`config.mk`:
```
export PLATFORM = sky130hd
export DESIGN_NAME = serial_code_decoder_flat
export DESIGN_NICKNAME = d
export VERILOG_FILES = /design/src/rtl/serial_code_decoder_if.sv /design/src/rtl/serial_code_decoder.sv /design/src/flat_wrapper.sv
export SDC_FILE = /design/constraint.sdc
export NUM_CORES = 1
export LEC_CHECK = 0
export ABC_AREA = 1
export CAP_MARGIN = 10
export CELL_PAD_IN_SITES_DETAIL_PLACEMENT = 0
export CELL_PAD_IN_SITES_GLOBAL_PLACEMENT = 1
export CORE_MARGIN = 4
export CORE_UTILIZATION = 40
export CTS_BUF_LIST = sky130_fd_sc_hd__clkbuf_16
export CTS_CLUSTER_DIAMETER = 40
export CTS_CLUSTER_SIZE = 20
export DETAILED_ROUTE_END_ITERATION = 10
export HOLD_SLACK_MARGIN = 0.05
export PLACE_DENSITY_LB_ADDON = 0.08
export SLEW_MARGIN = 20
export SYNTH_ARGS = -nofsm -noshare
export SYNTH_HDL_FRONTEND = slang
export SYNTH_SLANG_ARGS = --single-unit
export TNS_END_PERCENT = 50
```
`constraint.sdc`:
```
create_clock -name clk -period 1.75 [get_ports clk]
set_input_delay 0.525 -clock clk [delete_from_list [all_inputs] [get_ports clk]]
set_output_delay 0.525 -clock clk [all_outputs]
set_load 0.01 [all_outputs]
```
`src/rtl/serial_code_decoder_if.sv`:
```
// Line-side serial input and word-side valid/ready output bundle for serial_code_decoder.
`timescale 1ns/1ps
interface serial_code_decoder_if #(
    parameter int CNT_W = 8
) ();
    logic             ser_in;
    logic             ser_valid;
    logic             in_ready;
    logic [3:0]       data_out;
    logic             out_valid;
    logic             out_ready;
    logic             par_err;
    logic [CNT_W-1:0] word_cnt;

    modport master (
        output ser_in,
        output ser_valid,
        input  in_ready,
        input  data_out,
        input  out_valid,
        output out_ready,
        input  par_err,
        input  word_cnt
    );

    modport slave (
        input  ser_in,
        input  ser_valid,
        output in_ready,
        output data_out,
        output out_valid,
        input  out_ready,
        output par_err,
        output word_cnt
    );
endinterface

```
`src/rtl/serial_code_decoder.sv`:
```
// Serial 4-bit code-word decoder with registered valid/ready output and delivered-word counter.
// Define DECODER_PARITY_EN to add a trailing odd-parity bit P to each frame.
`timescale 1ns/1ps
module serial_code_decoder #(
    parameter int CNT_W = 8
) (
    input  logic                 clk,
    input  logic                 reset,
    serial_code_decoder_if.slave bus
);

`ifdef DECODER_PARITY_EN
    localparam int unsigned LAST_IDX = 4;
`else
    localparam int unsigned LAST_IDX = 3;
`endif
    // Only the bits preceding the last one need storing; the last bit is used straight off the line.
    localparam int unsigned SR_W = LAST_IDX;

    typedef enum logic {
        SHIFT,
        HOLD
    } state_t;

    state_t           state_q, state_d;
    logic [2:0]       bit_idx_q, bit_idx_d;
    logic [SR_W-1:0]  sr_q, sr_d;
    logic [3:0]       data_out_q, data_out_d;
    logic             out_valid_q, out_valid_d;
    logic             par_err_q, par_err_d;
    logic [CNT_W-1:0] word_cnt_q, word_cnt_d;

    logic [3:0]       frame_code;
    logic             frame_par_err;

`ifdef DECODER_PARITY_EN
    assign frame_code    = sr_q;
    assign frame_par_err = ~(^{sr_q, bus.ser_in});
`else
    assign frame_code    = {sr_q, bus.ser_in};
    assign frame_par_err = 1'b0;
`endif

    function automatic logic [3:0] decode_code(input logic [3:0] code);
        logic [3:0] val;
        case (code)
            4'b0101: val = 4'd0;
            4'b1100: val = 4'd1;
            4'b1001: val = 4'd2;
            4'b0000: val = 4'd3;
            4'b0001: val = 4'd4;
            4'b1111: val = 4'd5;
            4'b0100: val = 4'd6;
            4'b1011: val = 4'd7;
            4'b0111: val = 4'd8;
            4'b0011: val = 4'd9;
            4'b1101: val = 4'd10;
            4'b0010: val = 4'd11;
            4'b1110: val = 4'd12;
            4'b1000: val = 4'd13;
            4'b0110: val = 4'd14;
            default: val = 4'd15;
        endcase
        return val;
    endfunction

    always_ff @(posedge clk or posedge reset) begin
        if (reset) begin
            state_q     <= SHIFT;
            bit_idx_q   <= '0;
            sr_q        <= '0;
            data_out_q  <= '0;
            out_valid_q <= 1'b0;
            par_err_q   <= 1'b0;
            word_cnt_q  <= '0;
        end else begin
            state_q     <= state_d;
            bit_idx_q   <= bit_idx_d;
            sr_q        <= sr_d;
            data_out_q  <= data_out_d;
            out_valid_q <= out_valid_d;
            par_err_q   <= par_err_d;
            word_cnt_q  <= word_cnt_d;
        end
    end

    always_comb begin
        state_d     = state_q;
        bit_idx_d   = bit_idx_q;
        sr_d        = sr_q;
        data_out_d  = data_out_q;
        out_valid_d = out_valid_q;
        par_err_d   = par_err_q;
        word_cnt_d  = word_cnt_q;

        case (state_q)
            SHIFT: begin
                if (bus.ser_valid) begin
                    if (bit_idx_q == 3'(LAST_IDX)) begin
                        data_out_d  = decode_code(frame_code);
                        par_err_d   = frame_par_err;
                        out_valid_d = 1'b1;
                        bit_idx_d   = '0;
                        state_d     = HOLD;
                    end else begin
                        sr_d      = {sr_q[SR_W-2:0], bus.ser_in};
                        bit_idx_d = bit_idx_q + 3'd1;
                    end
                end
            end
            HOLD: begin
                if (bus.out_ready) begin
                    out_valid_d = 1'b0;
                    word_cnt_d  = word_cnt_q + CNT_W'(1);
                    state_d     = SHIFT;
                end
            end
            default: state_d = SHIFT;
        endcase
    end

    assign bus.in_ready  = (state_q == SHIFT);
    assign bus.data_out  = data_out_q;
    assign bus.out_valid = out_valid_q;
    assign bus.par_err   = par_err_q;
    assign bus.word_cnt  = word_cnt_q;

endmodule
```
`src/flat_wrapper.sv`:
```
// flat-port wrapper written by rule: the top's interface ports become plain ports
module serial_code_decoder_flat 
#(
    parameter int CNT_W = 8
)
  (clk, reset, bus_ser_in, bus_ser_valid, bus_in_ready, bus_data_out, bus_out_valid, bus_out_ready, bus_par_err, bus_word_cnt);
  serial_code_decoder_if #(.CNT_W(CNT_W)) bus_i ();
  input  logic clk;
  input  logic reset;
  input wire logic [$bits(bus_i.ser_in)-1:0] bus_ser_in;
  input wire logic [$bits(bus_i.ser_valid)-1:0] bus_ser_valid;
  output wire logic [$bits(bus_i.in_ready)-1:0] bus_in_ready;
  output wire logic [$bits(bus_i.data_out)-1:0] bus_data_out;
  output wire logic [$bits(bus_i.out_valid)-1:0] bus_out_valid;
  input wire logic [$bits(bus_i.out_ready)-1:0] bus_out_ready;
  output wire logic [$bits(bus_i.par_err)-1:0] bus_par_err;
  output wire logic [$bits(bus_i.word_cnt)-1:0] bus_word_cnt;
  assign bus_i.ser_in = bus_ser_in;
  assign bus_i.ser_valid = bus_ser_valid;
  assign bus_in_ready = bus_i.in_ready;
  assign bus_data_out = bus_i.data_out;
  assign bus_out_valid = bus_i.out_valid;
  assign bus_i.out_ready = bus_out_ready;
  assign bus_par_err = bus_i.par_err;
  assign bus_word_cnt = bus_i.word_cnt;
  serial_code_decoder #(.CNT_W(CNT_W)) u_core (.clk(clk), .reset(reset), .bus(bus_i));
endmodule
```
After elaboration in Yosys (flattened, before gate mapping)
Memory sizes are Yosys's and may differ from the RTL's. A register that Yosys moved wholly into a read port is not among the register bits.
Cells that the tools add are included.
- memories: 1
- input bits: 5
- bits in latches: 0
- output and inout port bits: 15
- memory bits (read-only): 64
- memory bits (writable): 0
- word-level logic and storage cells: 28
- register bits: 16
- bitwise operators: 2
- shift-type cells: 0
- eq/ne operators: 4
- reductions and logical operators: 5
- div/mod/pow operators: 0
- mux-type cells: 9
- $mul: 0
- $lt $le $gt $ge: 0
- $add $sub $neg: 2
- memory list (memory ; words ; bits a word ; rd ports ; clocked after memory_dff ; wr ports ; line ; text):
    (name not given) ; 16 ; 4 ; 1 ; 1 ; 0 ; serial_code_decoder.sv:46 ; case (code)
- operators by type and width (cell ; number):
    3-bit AND reduction ; 3
    8-bit by 1-bit adder with 8-bit output (second input constant) ; 1
    1-bit 2-to-1 mux ; 6
    2-bit != test (second input constant) ; 2
    1-bit case mux with 2 select lines ; 2
    2-bit AND reduction ; 2
    3-bit by 1-bit adder with 3-bit output (second input constant) ; 1
    3-bit by 2-bit equality test with 1-bit output (second input constant) ; 1
    3-bit 2-to-1 mux ; 1
    2-bit by 1-bit != test with 1-bit output (second input constant) ; 1
    1-bit inverter ; 2

Depth between registers and ports, before layout
Gate-level depths: netlist (run 1).
- depth after elaboration: 4
- gate-level depth with buffers: 6

Worst setup path after synthesis (run 1)
OpenSTA, ideal clock, no wires.
- kind: input-to-reg
- from: in bus_ser_in
- to: reg u_core.data_out_q[3], in the netlist u_core.bus.data_out[3]
- setup slack: 454 ps
- path buffers: 0
- data arrival time: 1179 ps
- stages on the path: 6
- path through: inv_1 ha_1 a21oi_1 nand2_1 nand3_1 nand2_1
- RTL lines (item ; line ; text):
    from (decl) ; flat_wrapper.sv:10 ; input wire logic [$bits(bus_i.ser_in)-1:0] bus_ser_in;
    to (decl) ; serial_code_decoder.sv:28 ; logic [3:0] data_out_q, data_out_d;

Final worst setup path (run 1)
- from: reg u_core.word_cnt_q[6], in the netlist u_core.bus.word_cnt[6]
- to: out bus_word_cnt[6]
- RTL lines (item ; line ; text):
    from (decl) ; serial_code_decoder.sv:31 ; logic [CNT_W-1:0] word_cnt_q, word_cnt_d;
    from (signal assigned) ; serial_code_decoder.sv:83 ; word_cnt_q <= word_cnt_d;
    to (decl) ; flat_wrapper.sv:17 ; output wire logic [$bits(bus_i.word_cnt)-1:0] bus_word_cnt;
No word-level cell between the ends.

==> results of run 1 <==
state kept, by name (all words and copies together) (netlist names):
name                  cells
u_core.bit_idx_q          3
u_core.bus.data_out       4
u_core.bus.out_valid      1
u_core.bus.word_cnt       8
u_core.sr_q               3
u_core.state_q            1
kinds of logic after synthesis:
kind of cell	count (synthesis)
adder cells (fa/ha/maj)	6
flip-flops	20
AND/OR/NAND/NOR	61
AO/OA/AOI/OAI	12
multiplexers	1
buffers and inverters	20
XOR/XNOR	3
other	1
path summary, 6_finish.rpt:
kind	endpoint	slack, ns	cells after the start
hold reg to reg	u_core.bus.data_out[2]	0.48	2
setup / recovery	bus_word_cnt[6]	0.05	1
max in group asynchronous	u_core.bus.word_cnt[7]	0.94	3
min in group asynchronous	u_core.bus.word_cnt[0]	0.60	3
setup reg to reg	u_core.bit_idx_q[0]	0.44	4
hold / removal	u_core.bus.data_out[2]	0.48	2
through the flow:
step	hold slack [ns]	setup TNS (ns)	power, mW	utilization (%)	cells
after global placement	0.465	-0.267	1.48	51.1	174
after floorplan	0.457	0	1.17	-	124
after CTS	0.480	0	1.97	54.3	178
after detailed placement	0.465	-0.370	1.52	51.1	174
final	0.477	0	1.95	54.7	179
after global routing	0.516	0	2.12	54.7	179
final cells by class:
class                      count  area, um^2  share of cell area, %
timing repair buffer          23         216                   16.0
tap                           30        37.5                   2.77
sequential                    20         500                   36.9
multi-input combinational     84         454                   33.5
inverter                      19        71.3                   5.26
clock buffer                   3        75.1                   5.54
power by group:
| group | leakage, nW | internal (mW) | total (mW) | switching, mW |
|---|---|---|---|---|
| clock network | 0.0370 | 0.301 | 0.454 | 0.153 |
| logic | 0.410 | 0.354 | 0.735 | 0.381 |
| registers | 0.247 | 0.621 | 0.758 | 0.137 |
per-layer routing:
| metal | vias to the layer above | wire (um) | global-route usage [%] |
|---|---|---|---|
| li1 | 438 | - | - |
| met1 | 389 | 886 | 16.6 |
| met2 | 18 | 947 | 22.7 |
| met3 | 2 | 116 | 3.29 |
| met4 | 0 | 22 | 4.85 |
| met5 | - | 0 | 0 |
cell usage after synthesis, drive strengths merged:
| library cell | count | area [um^2] |
|---|---|---|
| dfrtp | 20 | 500 |
| a21oi | 2 | 10.0 |
| buf | 1 | 7.51 |
| nand4 | 2 | 12.5 |
| nor3 | 3 | 31.3 |
| nand3 | 8 | 40.0 |
| nor2 | 9 | 36.3 |
| or2 | 1 | 6.26 |
| xor2 | 2 | 17.5 |
| mux2 | 1 | 11.3 |
| ha | 6 | 75.1 |
| nand3b | 1 | 7.51 |
| nand2 | 37 | 144 |
| xnor2 | 1 | 8.76 |
| conb | 1 | 3.75 |
| inv | 19 | 71.3 |
| o21ai | 10 | 50.0 |
what timing repair did:
| item | 4_1_cts | 5_1_grt |
|---|---|---|
| setup endpoints to repair | 4 | 4 |
| pin swaps | 0 | 0 |
| gates cloned | 0 | 0 |
| hold endpoints to repair | 0 | 0 |
| resized for setup | 3 | 2 |
| setup buffers | 1 | 1 |
==> flow_summary_export.csv, run 1 <==
group,metric,value,unit
grt,grt_max_degree,21,
power_and_ir_drop,powerDensity,1440,nW/um^2
worst_setup_path,slowest_delay,0.55,ns
timing,final-hold-violation-count,0,
grt,grt_pass1_wl,3.56,mm
worst_setup_path,crit_type,"flop to output pin",
clock_tree,cts_root_buf,"clkbuf_16",
clock_tree,clock-sinks,20,
worst_setup_path,path_cells,"clkdlybuf4s50_1",
die,core_area,2480,um^2
grt,grtUsageTotal,13.4,%
finish,fillers,261,
place,gp_congestion,0.817,
worst_setup_path,crit_path_end_kind,"output pin",
synth,syn_nets,135,
timing,setup_slack,0.0511,ns
worst_setup_path,worst-path-max-fanout,4,
finish,design_area,1360,um^2
synth,synth_area_per_cell,8.33,um^2
finish,layout_common_cells,"nand2_1, dfrtp_1, inv_1",
synth,synth_mux_area_share,1.09,%
synth,yosysUniqueCellTypes,22,
clock_tree,cts_tree,"built",
routing,vias,847,
worst_setup_path,cp_top_family,"buffers and inverters",
place,placed_cell_area,1270,um^2
die,chipHeight,58.8,um
timing,final-setup-viol-count,0,
routing,drt-pass1-iter-count,4,
timing,grt_setup_unrepaired,"false",
power_and_ir_drop,cellLeakagePower,0.694,nW
timing,clock_skew,0.00128,ns
hold_path,min_from,"u_core.bus.data_out[2]",
timing,post-route-period-util,97.1,%
place,port-buffer-count,18,
clock_tree,cts_made_buffers,3,
synth,synth_top_family_by_area,"simple AND/OR/NAND/NOR gates",
die,fp.dieW,58.8,um
routing,wl_per_cell,11.0,um
routing,drt_iter0_drc,15,
routing,drc,0,
run_status,status,"finished, final reports clean",
grt,grt_pass1_vias,794,
hold_path,hold_path_class,"flop to flop",
die,start_util,41.7,%
grt,antenna_found_initial,0,
place,hpwl,1.54,mm
synth,ys_seq_elements,20,
die,io_pins,20,
run,drv_cap,0,
place,place_ws,-0.119,ns
timing,slew_violations,0,
synth,yosys.area_share.xor_xnor,2.54,%
clock_tree,clk_latency,0.25,ns
clock_tree,cts.path.max_buffers,2,
finish,layout.cells.most_common,"nand2_1",
power_and_ir_drop,ir_drop,0.810,mV
routing,detail-route-antenna-nets,0,
grt,overflow,0,
synth,syn_inst,124,
synth,synth-adder-area-share,7.26,%
clock_tree,path_clk_slew,0.05,ns
worst_setup_path,crit_slowest_cell,"clkdlybuf4s50_1",
finish,layout-drive-gt1-share,10.1,%
worst_setup_path,crit_start,"u_core.bus.word_cnt[6]",
worst_setup_path,worstPathRequired,1.22,ns
die,dieArea,3460,um^2
synth,yosysSeqAreaShare,48.4,%
worst_setup_path,cp-start-kind,"flop",
worst_setup_path,worstPathArrival,1.17,ns
synth,yosys_warnings,0,
finish,area_growth,31.1,%
timing,clock.fmax,589,MHz
finish,nets,162,
finish,antenna_cells,0,
clock_tree,hold_buffers,0,
routing,wl,1.97,mm
die,fp-row-count,18,
synth,synth_compound_area_share,5.81,%
worst_setup_path,crit_buf_inv,1,
worst_setup_path,r2r_start,"u_core.bit_idx_q[0]",
routing,avgViaCountPerCell,4.73,
synth,post_synth_and_or_nand_nor_area_fraction,26.9,%
synth,syn_area,1030,um^2
clock_tree,h-tree-depth,1,
timing,finalCriticalPeriod,1.70,ns
(Power assumes the default switching activity.)
==> inputs of run 2 (changes only) <==
--- a/config.mk
+++ b/config.mk
@@ -5,7 +5,6 @@
 export SDC_FILE = /design/constraint.sdc
 export NUM_CORES = 1
 export LEC_CHECK = 0
-export ABC_AREA = 1
 export CAP_MARGIN = 10
 export CELL_PAD_IN_SITES_DETAIL_PLACEMENT = 0
 export CELL_PAD_IN_SITES_GLOBAL_PLACEMENT = 1
==> flow_summary_export.csv, run 2 <==
group,metric,value,unit
finish,largest_reg_flops,8,
synth,synth_area_leader_cell,"dfrtp_1",
timing,grt_setup_unrepaired,"false",
finish,regArea,500,um^2
place,hpwl,1.41,mm
synth,synth_area_per_cell,11.3,um^2
clock_tree,h-tree-depth,1,
die,chipHeight,58.1,um
finish,nets,132,
die,io_pins,20,
die,core_area,2300,um^2
clock_tree,path_clk_slew,0.05,ns
synth,yosysUniqueCellTypes,32,
synth,synth-edff-count,0,
synth,synthTopCellsByArea,"dfrtp_1, ha_1, mux2_2",
worst_setup_path,path_cells,"clkdlybuf4s50_1",
synth,synth_most_common_cell,"dfrtp_1",
place,port-buffer-count,18,
worst_setup_path,worstPathArrival,1.20,ns
grt,antenna_found_initial,0,
die,fp-row-count,17,
clock_tree,clk_latency,0.24,ns
run,drv_cap,0,
routing,wl,1.77,mm
finish,layout-drive-gt1-share,20.0,%
timing,tns,0,ns
clock_tree,hold_buffers,0,
timing,final-setup-viol-count,0,
synth,syn_area,1000,um^2
timing,clock.fmax,580,MHz
worst_setup_path,crit_slowest_cell,"clkdlybuf4s50_1",
finish,fillers,198,
synth,synthTopCellsByCount,"dfrtp_1, inv_1, nand2_1",
routing,avgViaCountPerCell,4.84,
synth,yosysSeqAreaShare,49.9,%
finish,multi_input_area,457,um^2
synth,synthFlopType,"dfrtp_1",
worst_setup_path,crit_type,"flop to output pin",
timing,slew_violations,0,
place,gp_congestion,0.775,
synth,syn_inst,89,
timing,final-hold-violation-count,0,
timing,clock_skew,0.00113,ns
clock_tree,cts_made_buffers,3,
power_and_ir_drop,cellLeakagePower,0.632,nW
finish,layout.cells.most_common,"dfrtp_1",
hold_path,hold_path_class,"flop to flop",
timing,fin_hold_ws,0.468,ns
power_and_ir_drop,ir_drop,0.844,mV
finish,layout_common_cells,"dfrtp_1, clkdlybuf4s50_1, buf_4",
synth,synth_top_area_share,49.9,%
routing,vias,716,
routing,drt-pass1-iter-count,3,
synth,yosys_warnings,0,
worst_setup_path,worst-path-max-fanout,3,
worst_setup_path,crit_buf_inv,1,
synth,syn_nets,100,
finish,antenna_cells,0,
worst_setup_path,cp-start-kind,"flop",
timing,finalCriticalPeriod,1.72,ns
timing,post-route-period-util,98.5,%
grt,grt_max_degree,21,
die,fp.dieW,58.1,um
grt,grt_pass1_wl,3.19,mm
clock_tree,cts.path.max_buffers,2,
routing,wl_per_cell,11.9,um
die,dieArea,3370,um^2
synth,ys_seq_elements,20,
grt,overflow,0,
routing,drc,0,
run_status,status,"finished, final reports clean",
worst_setup_path,slowest_delay,0.56,ns
worst_setup_path,crit_path_end_kind,"output pin",
routing,drt_iter0_drc,10,
worst_setup_path,worstPathRequired,1.22,ns
die,start_util,43.7,%
clock_tree,cts_root_buf,"clkbuf_16",
grt,grt_pass1_vias,729,
grt,grtUsageTotal,12.1,%
synth,synthArstFlopShare,100,%
finish,area_growth,36.3,%
clock_tree,cts_tree,"built",
clock_tree,clock-sinks,20,
worst_setup_path,cp_top_family,"buffers and inverters",
routing,detail-route-antenna-nets,0,
power_and_ir_drop,powerDensity,1600,nW/um^2
[run 2: per-layer routing]
metal	vias to the layer above	GRT usage, %	share of wire, %
li1	364	-	-
met1	339	13.4	42
met2	11	22.7	52
met3	2	2.90	4.4
met4	0	2.98	0.57
met5	-	0	0
[run 2: area by class of cell]
cell class / count / share of cell area [%]
clock inverters: 1 / 0.274
inverters: 9 / 2.47
well taps: 28 / 2.56
repair buffers: 29 / 19.2
clock buffers: 3 / 5.49
multi-input cells: 58 / 33.4
flip-flops and latches: 20 / 36.6
[run 2: cells by family after synthesis]
family | Yosys count | share of synthesized area [%]
adder cells (fa/ha/maj) | 6 | 7.48
buffers and inverters | 11 | 4.61
multiplexers | 6 | 6.61
AND/OR/NAND/NOR | 24 | 14.6
flip-flops | 20 | 49.9
XOR/XNOR | 7 | 6.11
other | 1 | 0.374
AO/OA/AOI/OAI | 14 | 10.4
[run 2: final timing paths]
check,start,endpoint,slack [ns],cells after the start
setup reg to reg,u_core.sr_q[0],u_core.bus.data_out[1],0.35,5
hold reg to reg,u_core.bus.word_cnt[7],u_core.bus.word_cnt[7],0.47,1
max in group asynchronous,reset,u_core.bit_idx_q[1],0.92,3
hold / removal,u_core.bus.word_cnt[7],u_core.bus.word_cnt[7],0.47,1
setup / recovery,u_core.bus.word_cnt[2],bus_word_cnt[2],0.03,1
min in group asynchronous,reset,u_core.bus.word_cnt[6],0.61,3
[run 2: through the flow]
stage,power (mW),instances,instance area (um^2),utilization (%),setup WS [ns]
after global placement,1.71,142,1270,55.4,-0.242
after global routing,2.36,148,1370,59.5,0.00363
final,2.18,148,1370,59.5,0.0264
after detailed placement,1.73,142,1270,55.4,-0.269
after CTS,2.19,146,1350,58.8,0.00361
after floorplan,1.31,89,1000,-,0.275
[run 2: where the power goes]
| group | leakage, nW | internal, mW | switching [mW] |
|---|---|---|---|
| registers | 0.243 | 0.643 | 0.161 |
| logic | 0.351 | 0.542 | 0.381 |
| clock network | 0.0385 | 0.303 | 0.152 |
[run 2: timing repair]
action / CTS / global route
endpoints found under the hold margin: 0 / 0
cloned: 0 / 0
resized for setup: 4 / 1
setup buffers: 0 / 2
setup endpoints to repair: 2 / 2
==> inputs of run 3 (changes only) <==
--- a/config.mk
+++ b/config.mk
@@ -11,7 +11,7 @@
 export CORE_MARGIN = 4
 export CORE_UTILIZATION = 40
 export CTS_BUF_LIST = sky130_fd_sc_hd__clkbuf_16
-export CTS_CLUSTER_DIAMETER = 40
+export CTS_CLUSTER_DIAMETER = 50
 export CTS_CLUSTER_SIZE = 20
 export DETAILED_ROUTE_END_ITERATION = 10
 export HOLD_SLACK_MARGIN = 0.05
==> results of run 3 <==
No change in the layout: final DEF, timing and power equal those of run 2.
